[config.mk]
export PLATFORM = sky130hd
export DESIGN_NAME = seg_scan_ctrl
export DESIGN_NICKNAME = d
export VERILOG_FILES = /design/src/rtl/seg_pkg.sv /design/src/rtl/seg_scan_ctrl_prescaler.sv /design/src/rtl/seg_scan_ctrl.sv
export SDC_FILE = /design/constraint.sdc
export NUM_CORES = 1
export LEC_CHECK = 0
export BUFFER_PORTS_ARGS = -buffer_cell sky130_fd_sc_hd__buf_2
export CORE_ASPECT_RATIO = 0.9
export CORE_MARGIN = 2
export CORE_UTILIZATION = 50
export CTS_CLUSTER_SIZE = 16
export DETAILED_ROUTE_END_ITERATION = 10
export PLACE_DENSITY = 0.73
export SYNTH_ARGS = -nofsm -noshare
export SYNTH_HDL_FRONTEND = slang
export SYNTH_SLANG_ARGS = --single-unit
[constraint.sdc]
create_clock -name clk -period 1.9 [get_ports clk]
set_input_delay 0.285 -clock clk [delete_from_list [all_inputs] [get_ports clk]]
set_output_delay 0.285 -clock clk [all_outputs]
set_load 0.02 [all_outputs]
[src/rtl/seg_pkg.sv]
// Shared constants, output bundle and BCD helper for the display scanner.
package seg_pkg;

  localparam logic [3:0] AN_OFF = 4'b1111;
  localparam int         DIGITS = 4;

  typedef struct packed {
    logic [3:0] bcd;
    logic       blank;
    logic       dp;
    logic [3:0] an_n;
    logic       frame_done;
  } scan_out_t;

  localparam scan_out_t OUT_RST = '{bcd: 4'd0, blank: 1'b1, dp: 1'b0,
                                    an_n: AN_OFF, frame_done: 1'b0};

  function automatic logic bcd_valid(input logic [3:0] d);
    return d <= 4'd9;
  endfunction

endpackage

[src/rtl/seg_scan_ctrl_prescaler.sv]
// Terminal-count divider: tick_o on the last cycle of each slot,
// slot_start_o on the first (dead-time) cycle.
module scan_prescaler #(
  parameter int DIV = 1000
) (
  input  logic clk,
  input  logic rst,
  output logic tick_o,
  output logic slot_start_o
);

  localparam int W = (DIV > 1) ? $clog2(DIV) : 1;

  logic [W-1:0] cnt_q;
  logic [W-1:0] cnt_d;

  assign tick_o       = (cnt_q == W'(DIV - 1));
  assign slot_start_o = (cnt_q == '0);

  always_comb begin
    cnt_d = cnt_q + W'(1);
    if (tick_o) cnt_d = '0;
  end

  always_ff @(posedge clk or posedge rst) begin
    if (rst) cnt_q <= '0;
    else     cnt_q <= cnt_d;
  end

endmodule

[src/rtl/seg_scan_ctrl.sv]
// Four-digit multiplexed BCD display scanner with dead time, frame-atomic
// updates and optional leading-zero blanking. All outputs are registered.
module seg_scan_ctrl
  import seg_pkg::*;
#(
  parameter int SCAN_DIV = 1000
) (
  input  logic        clk,
  input  logic        rst,
  input  logic [15:0] value_in,
  input  logic        load,
  input  logic [3:0]  dp_in,
  input  logic        blank_lz,
  output logic [3:0]  bcd_out,
  output logic        blank,
  output logic        dp_out,
  output logic [3:0]  an_n,
  output logic        frame_done
);

  logic        tick;
  logic        slot_start;
  logic        frame_wrap;

  logic [1:0]  idx_q, idx_d;
  logic [15:0] pend_val_q, pend_val_d;
  logic [3:0]  pend_dp_q, pend_dp_d;
  logic [15:0] disp_val_q, disp_val_d;
  logic [3:0]  disp_dp_q, disp_dp_d;
  scan_out_t   out_q, out_d;

  logic [3:0]        digit;
  logic [DIGITS-1:0] zero_from;
  logic              lz_blank;

  scan_prescaler #(.DIV(SCAN_DIV)) u_prescaler (
    .clk          (clk),
    .rst          (rst),
    .tick_o       (tick),
    .slot_start_o (slot_start)
  );

  assign frame_wrap = tick && (idx_q == 2'd3);

  // zero_from[i]: digit i and every more significant digit are zero
  generate
    for (genvar gi = 0; gi < DIGITS; gi++) begin : g_zero_from
      assign zero_from[gi] = ~|disp_val_q[15:4*gi];
    end
  endgenerate

  assign digit    = disp_val_q[4*idx_q +: 4];
  assign lz_blank = blank_lz && (idx_q != 2'd0) && zero_from[idx_q];

  always_comb begin
    idx_d      = tick ? idx_q + 2'd1 : idx_q;
    pend_val_d = load ? value_in : pend_val_q;
    pend_dp_d  = load ? dp_in    : pend_dp_q;
    disp_val_d = disp_val_q;
    disp_dp_d  = disp_dp_q;
    // A load coinciding with the wrap bypasses the pending registers
    if (frame_wrap) begin
      disp_val_d = load ? value_in : pend_val_q;
      disp_dp_d  = load ? dp_in    : pend_dp_q;
    end
  end

  always_comb begin
    out_d.bcd        = digit;
    out_d.blank      = !bcd_valid(digit) || lz_blank;
    out_d.dp         = disp_dp_q[idx_q];
    out_d.an_n       = slot_start ? AN_OFF : ~(4'b0001 << idx_q);
    out_d.frame_done = frame_wrap;
  end

  always_ff @(posedge clk or posedge rst) begin
    if (rst) begin
      idx_q      <= 2'd0;
      pend_val_q <= 16'd0;
      pend_dp_q  <= 4'd0;
      disp_val_q <= 16'd0;
      disp_dp_q  <= 4'd0;
      out_q      <= OUT_RST;
    end else begin
      idx_q      <= idx_d;
      pend_val_q <= pend_val_d;
      pend_dp_q  <= pend_dp_d;
      disp_val_q <= disp_val_d;
      disp_dp_q  <= disp_dp_d;
      out_q      <= out_d;
    end
  end

  assign bcd_out    = out_q.bcd;
  assign blank      = out_q.blank;
  assign dp_out     = out_q.dp;
  assign an_n       = out_q.an_n;
  assign frame_done = out_q.frame_done;

endmodule
==> impl_metrics.py, run 1 <==
metrics = {
    "final_layout": {
        "nNetsFinal": 256,
        "n_fill_cell": 386,
        "syn2layout_area_growth_pct": 18.6,
        "drive_above_1_share": 0.470,
        "final-seq-area_mm2": 0.00158,
        "final_common_cell": "dfrtp_1",
        "mostFrequentLayoutCells": "dfrtp_1, buf_2, mux2_2, mux2_4, clkbuf_8",
        "multi_input_area_mm2": 0.00103,
        "antenna-diode-count": 0,
    },
    "yosys": {
        "yosys.area_share.xor_xnor": 0.0196,
        "synth-warning-count": 0,
        "synth.avg_cell_area_um2": 14.7,
        "synth_top_area_cell": "dfrtp_1",
        "synth-simple-area-share": 0.0751,
        "synth_top_area_frac": 0.541,
        "synth_compound_area_frac": 0.0233,
        "synth.area.mux_share": 0.236,
        "netlist_instances": 182,
        "synth.net_count": 212,
        "synth_edf_count": 0,
        "synth.cell_area_mm2": 0.00268,
        "ys.flop_type": "dfrtp_1",
        "ys_ff_latch": 63,
        "synth_fa_ha_area_frac": 0.0280,
        "seq_area_frac_synth": 0.590,
        "async_reset_ff_frac": 1.00,
        "ys_types": 35,
        "synth.area.top_cells": "dfrtp_1, mux2_4, mux2_2",
        "synth_top_family_by_area": "multiplexers",
    },
    "critical_path": {
        "cp-end-kind": "register",
        "cp_max_fo": 21,
        "critPathLaunchType": "register",
        "path_class": "register to register",
        "cp.required_ns": 2.12,
        "cp.arrival_ns": 1.97,
    },
    "power": {
        "leakagePower_nw": 1.52,
        "p_total_mw": 2.94,
        "power_density_mw_per_mm2": 925,
        "peakVddDrop_mv": 0.536,
    },
    "routing": {
        "first_pass_iters": 4,
        "vias": 1558,
        "wl_per_cell_um": 15.6,
        "totalWireLength_um": 4640,
        "drc": 0,
        "drt_iter0_drc": 82,
        "vias_per_cell": 5.25,
        "ant_nets": 0,
    },
    "clock_network": {
        "hold_buffers": 0,
        "cts_buffers": 9,
        "cts_max_level": 3,
        "clock-sinks": 63,
        "cts_tree": "yes",
        "clk_pin_slew_ns": 0.07,
        "clock_latency_ns": 0.33,
        "postCtsResizedCells": 0,
        "root_buffer": "clkbuf_8",
        "clockBufferDepth": 2,
        "postCtsSetupBuffers": 0,
    },
    "global_route": {
        "grtUsageTotal": 0.179,
        "grt-ovfl-total": 0,
        "grt_max_degree": 64,
        "antenna_found_initial": 0,
        "grt_pass1_wl_um": 7600,
        "first_global_vias": 1490,
    },
    "sta": {
        "slew_violations": 0,
        "worst_slack_ns": 0.145,
        "rsz0062_at_grt": "false",
        "setup_violations": 0,
        "period_needed_ns": 1.75,
        "worst_slew_pin_slew_ns": 0.472,
        "skew_ns": 0.00502,
        "fmax_mhz": 570,
        "fin_crit_sh": 0.923,
        "max-slew-margin-rel": 0.685,
        "hold_viol": 0,
        "fin_setup_tns_ns": 0,
    },
    "run": {
        "maxCapViolations": 0,
    },
    "die": {
        "start_util": 0.514,
        "rows": 25,
        "die-area_mm2": 0.00597,
        "core_region_area_mm2": 0.00522,
        "die_w_um": 81.2,
        "die_h_um": 73.5,
        "ios": 35,
    },
    "placement": {
        "numPortBuffers": 34,
        "gp_congestion": 0.813,
        "place_ws_ns": 0.158,
        "dpl.hpwl_um": 3260,
    },
    "status": {
        "status": "finished clean",
    },
    "min_path": {
        "hp-class": "input port to async pin",
    },
}
==> area by class of cell <==
type,count,share of cell area
multi-input combinational,104,0.322
tap,67,0.0263
clock buffer,12,0.0519
inverter,7,0.00825
timing repair buffer,41,0.0739
clock inverter,3,0.0204
sequential,63,0.497
==> critical path, stage by stage, from the launching register on <==
cell and delay [ns]:
dfrtp_1 0.40, ha_1 0.22, nand3_1 0.13, nor4_2 0.19, nand2_1 0.08, buf_4 0.25
mux2_1 0.36
==> sequential cells by signal, indices dropped and copies added (netlist names) <==
register	cells
an_n	4
bcd_out	4
blank	1
disp_dp_q	4
disp_val_q	16
dp_out	1
frame_done	1
idx_q	2
pend_dp_q	4
pend_val_q	16
u_prescaler.cnt_q	10
==> per-stage QoR <==
| stage | cells | hold WS, ns | util | cell area [µm²] |
|---|---|---|---|---|
| 5_1_grt | 297 | 0.00945 | 0.610 | 3180 |
| 3_3_place_gp | 282 | 0.373 | 0.566 | 2950 |
| 6_report | 297 | 0.00929 | 0.610 | 3180 |
| 2_1_floorplan | 182 | 0.409 | - | 2680 |
| 3_5_place_dp | 282 | 0.375 | 0.566 | 2950 |
| 4_1_cts | 297 | 0.00751 | 0.610 | 3180 |
==> metal layers <==
metal | wire (µm) | part of all wire | vias to the layer above | global-route usage
met2 | 2080 | 0.45 | 53 | 0.242
met1 | 2250 | 0.48 | 771 | 0.250
met4 | 35 | 0.0075 | 0 | 0.0659
met5 | 0 | 0 | - | 0
met3 | 274 | 0.059 | 4 | 0.0885
li1 | - | - | 730 | -
==> path summary, 6_finish.rpt <==
path / start / to / slack [ns] / cells after the start
setup / recovery: u_prescaler.cnt_q[0]$_DFF_PP0_ / disp_val_q[14]$_DFFE_PP0P_ / 0.15 / 6
hold / removal: rst / u_prescaler.cnt_q[4]$_DFF_PP0_ / 0.009 / 3
setup reg to reg: u_prescaler.cnt_q[0]$_DFF_PP0_ / disp_val_q[14]$_DFFE_PP0P_ / 0.15 / 6
hold reg to reg: pend_val_q[6]$_DFF_PP0_ / pend_val_q[6]$_DFF_PP0_ / 0.50 / 1
max in group asynchronous: rst / blank$_DFF_PP1_ / 1.59 / 3
min in group clk: value_in[0] / pend_val_q[0]$_DFF_PP0_ / 0.20 / 2
==> power breakdown <==
group / total (mW) / switching [mW] / internal (mW)
clock: 1.31 / 0.475 / 0.836
combinational: 0.188 / 0.0854 / 0.102
sequential: 1.45 / 0.0323 / 1.41
total: 2.94 / 0.593 / 2.35
==> cells in the mapped netlist, types with 2 or more instances <==
master / instances
a21oi_1: 4
o21ai_1: 2
buf_2: 3
dfstp_2: 5
nand3_1: 2
nand3b_1: 2
mux2_4: 19
xor2_1: 3
clkbuf_1: 3
dfrtp_1: 58
buf_6: 2
nor2_1: 4
mux4_2: 5
nor4_1: 4
mux2_2: 20
inv_1: 7
o21ai_0: 2
nor3_1: 4
nand2_1: 9
nand4_1: 2
ha_1: 6
xnor2_1: 3
==> kinds of logic after synthesis <==
| group | count (synthesis) |
|---|---|
| buf+inv | 15 |
| fa+ha+maj | 6 |
| flops | 63 |
| simple gates | 36 |
| mux | 45 |
| compound gates | 11 |
| xor+xnor | 6 |
Power figures use the tool's default switching activity.
==> run 2: changes to the inputs <==
- ABC_AREA: unset -> 1
==> run 2 against run 1 <==
Net effect: core utilization shrank 0.97 points; maximum frequency grew 9.1%; first-iteration DRC count grew 67%; combinational power shrank 21%; setup slack gained 0.15 ns; worst hold slack gained 0.29 ns; critical path type unchanged.
==> impl_metrics.py, run 2 <==
metrics = {
    "global_route": {
        "grt_use_met3": 0.0618,
        "use_met2": 0.269,
        "grt_max_degree": 46,
        "antenna_found_initial": 0,
        "grt_busiest_layer": "met2",
        "first_global_vias": 2043,
        "grt_pass1_wl_um": 9390,
        "grtUsageTotal": 0.184,
        "use_met1": 0.251,
        "grt-ovfl-total": 0,
    },
    "clock_network": {
        "clock_latency_ns": 0.34,
        "clockBufferDepth": 2,
        "cts_tree": "yes",
        "clk_pin_slew_ns": 0.06,
        "cts_buffers": 9,
        "cts_max_level": 3,
        "root_buffer": "clkbuf_8",
        "clock-sinks": 63,
    },
    "final_layout": {
        "nNetsFinal": 395,
        "final_common_cell": "nand2_1",
        "syn2layout_area_growth_pct": 16.4,
        "final-seq-area_mm2": 0.00158,
        "n_fill_cell": 521,
        "largestRegisters": "disp_val_q: 16 flops, pend_val_q: 16 flops, u_prescaler.cnt_q: 10 flops",
        "multi_input_area_mm2": 0.00111,
        "fin_util": 0.600,
        "antenna-diode-count": 0,
        "mostFrequentLayoutCells": "nand2_1, dfrtp_1, inv_1, buf_2, nor2_1",
        "drive_above_1_share": 0.246,
    },
    "routing": {
        "vias_per_cell": 4.71,
        "totalWireLength_um": 5220,
        "ant_nets": 0,
        "vias": 2073,
        "drt_iter0_drc": 137,
        "wl_per_cell_um": 11.9,
        "first_pass_iters": 4,
        "drc": 0,
    },
    "min_path": {
        "hp-class": "input port to register",
        "min-delay-start": "value_in[3]",
    },
    "sta": {
        "skew_ns": 0.00788,
        "worst_slew_pin_slew_ns": 0.623,
        "slew_violations": 0,
        "rsz0062_at_grt": "false",
        "setup_violations": 0,
        "period_needed_ns": 1.61,
        "fin_crit_sh": 0.846,
        "hold_viol": 0,
        "fmax_mhz": 622,
        "max-slew-margin-rel": 0.584,
        "fin_setup_tns_ns": 0,
    },
    "critical_path": {
        "cp.required_ns": 2.18,
        "cp.arrival_ns": 1.89,
        "path_class": "register to register",
        "cp-end-kind": "register",
        "timing.rr.start": "idx_q[0]$_DFFE_PP0N_",
        "critPathLaunchType": "register",
        "cp_max_fo": 15,
        "worstSetupStartpoint": "idx_q[0]$_DFFE_PP0N_",
    },
    "die": {
        "core_region_area_mm2": 0.00566,
        "start_util": 0.515,
        "die-area_mm2": 0.00646,
        "die_w_um": 84.5,
        "rows": 26,
        "ios": 35,
        "die_h_um": 76.5,
    },
    "yosys": {
        "synth.net_count": 355,
        "ys.flop_type": "dfrtp_1",
        "netlist_instances": 325,
        "synth-warning-count": 0,
        "synth_edf_count": 0,
        "async_reset_ff_frac": 1.00,
        "synthTopCellsByCount": "nand2_1, dfrtp_1, inv_1, nor2_1, and2_1",
        "synth.avg_cell_area_um2": 8.97,
        "synth_most_common_cell": "nand2_1",
        "ys_ff_latch": 63,
        "seq_area_frac_synth": 0.543,
        "synth_top_area_frac": 0.498,
        "synth.area.top_cells": "dfrtp_1, nand2_1, o21ai_2",
        "synth.cell_area_mm2": 0.00292,
        "synth_top_area_cell": "dfrtp_1",
        "ys_types": 25,
    },
    "power": {
        "leakagePower_nw": 1.71,
        "peakVddDrop_mv": 0.553,
        "power_density_mw_per_mm2": 842,
    },
    "status": {
        "status": "finished clean",
    },
    "run": {
        "maxCapViolations": 0,
    },
    "placement": {
        "gp_congestion": 0.890,
        "dpl.hpwl_um": 3660,
        "numPortBuffers": 34,
    },
}
[run 2: cell count changes in the layout (fill, tap and decap cells not counted), moves of 8 or more]
cell / delta
nand2_1: +88
and2_1: +20
nand3_1: +8
o21ai_2: +20
mux2_4: -19
mux2_2: -20
nor2_1: +24
inv_1: +30
[run 2: power breakdown]
group / total, mW / internal [mW] / switching (mW)
clock: 1.32 / 0.807 / 0.514
sequential: 1.39 / 1.38 / 0.00981
combinational: 0.149 / 0.0573 / 0.0921
[run 2: worst paths after layout]
| check | slack (ns) | end | cells after the start |
|---|---|---|---|
| max | 0.29 | blank$_DFF_PP1_ | 7 |
| min | 0.30 | pend_val_q[3]$_DFF_PP0_ | 4 |
| max reg2reg | 0.29 | blank$_DFF_PP1_ | 7 |
| min reg2reg | 0.49 | disp_dp_q[1]$_DFFE_PP0P_ | 2 |
| max in group asynchronous | 0.79 | an_n[0]$_DFF_PP1_ | 4 |
| min in group asynchronous | 0.48 | pend_val_q[14]$_DFF_PP0_ | 3 |
[run 2: repair_timing]
item	4_1_cts	5_1_grt
buffers inserted	0	0
hold buffers	1	0
gates resized for setup	0	0
hold endpoints to repair	18	0
[run 2: cell families (layout without fill, tap and decap cells)]
family          Yosys count  in the layout  synth area share
buf+inv                  49             94            0.0759
compound gates           38             38            0.0948
flops                    63             63             0.543
fa+ha+maj                 6              6            0.0257
simple gates            166            166             0.252
xor+xnor                  3              3           0.00901
[run 2: layout make-up]
| cell class | instances | area share |
|---|---|---|
| multi-input cells | 213 | 0.328 |
| repair buffers | 39 | 0.0693 |
| well taps | 70 | 0.0258 |
| flip-flops and latches | 63 | 0.466 |
| clock inverters | 5 | 0.0236 |
| inverters | 39 | 0.0431 |
| clock buffers | 11 | 0.0446 |
[run 2: per-stage QoR]
step	power [mW]	instances	setup slack (ns)	cell area, µm²	hold slack (ns)
4_1_cts	2.89	440	0.320	3400	0.290
6_report	2.86	440	0.292	3400	0.304
3_5_place_dp	1.56	423	0.329	3150	0.309
3_3_place_gp	1.56	423	0.440	3150	0.307
2_1_floorplan	1.51	325	0.0535	2920	0.456
5_1_grt	2.97	440	0.115	3400	0.308
[run 2: worst max-delay path: stages (launching register included)]
cell and delay, ns:
dfrtp_1 0.61, inv_1 0.24, ha_1 0.26, nor2_1 0.11, nand3_1 0.09, nor2_1 0.11
nand2_1 0.06, nand2_1 0.07
[run 2: routing by layer]
| metal | part of all wire | wire length [µm] | vias up |
|---|---|---|---|
| li1 | - | - | 1072 |
| met1 | 0.50 | 2610 | 947 |
| met2 | 0.43 | 2250 | 45 |
| met3 | 0.055 | 285 | 9 |
| met4 | 0.014 | 74 | 0 |
| met5 | 0 | 0 | - |
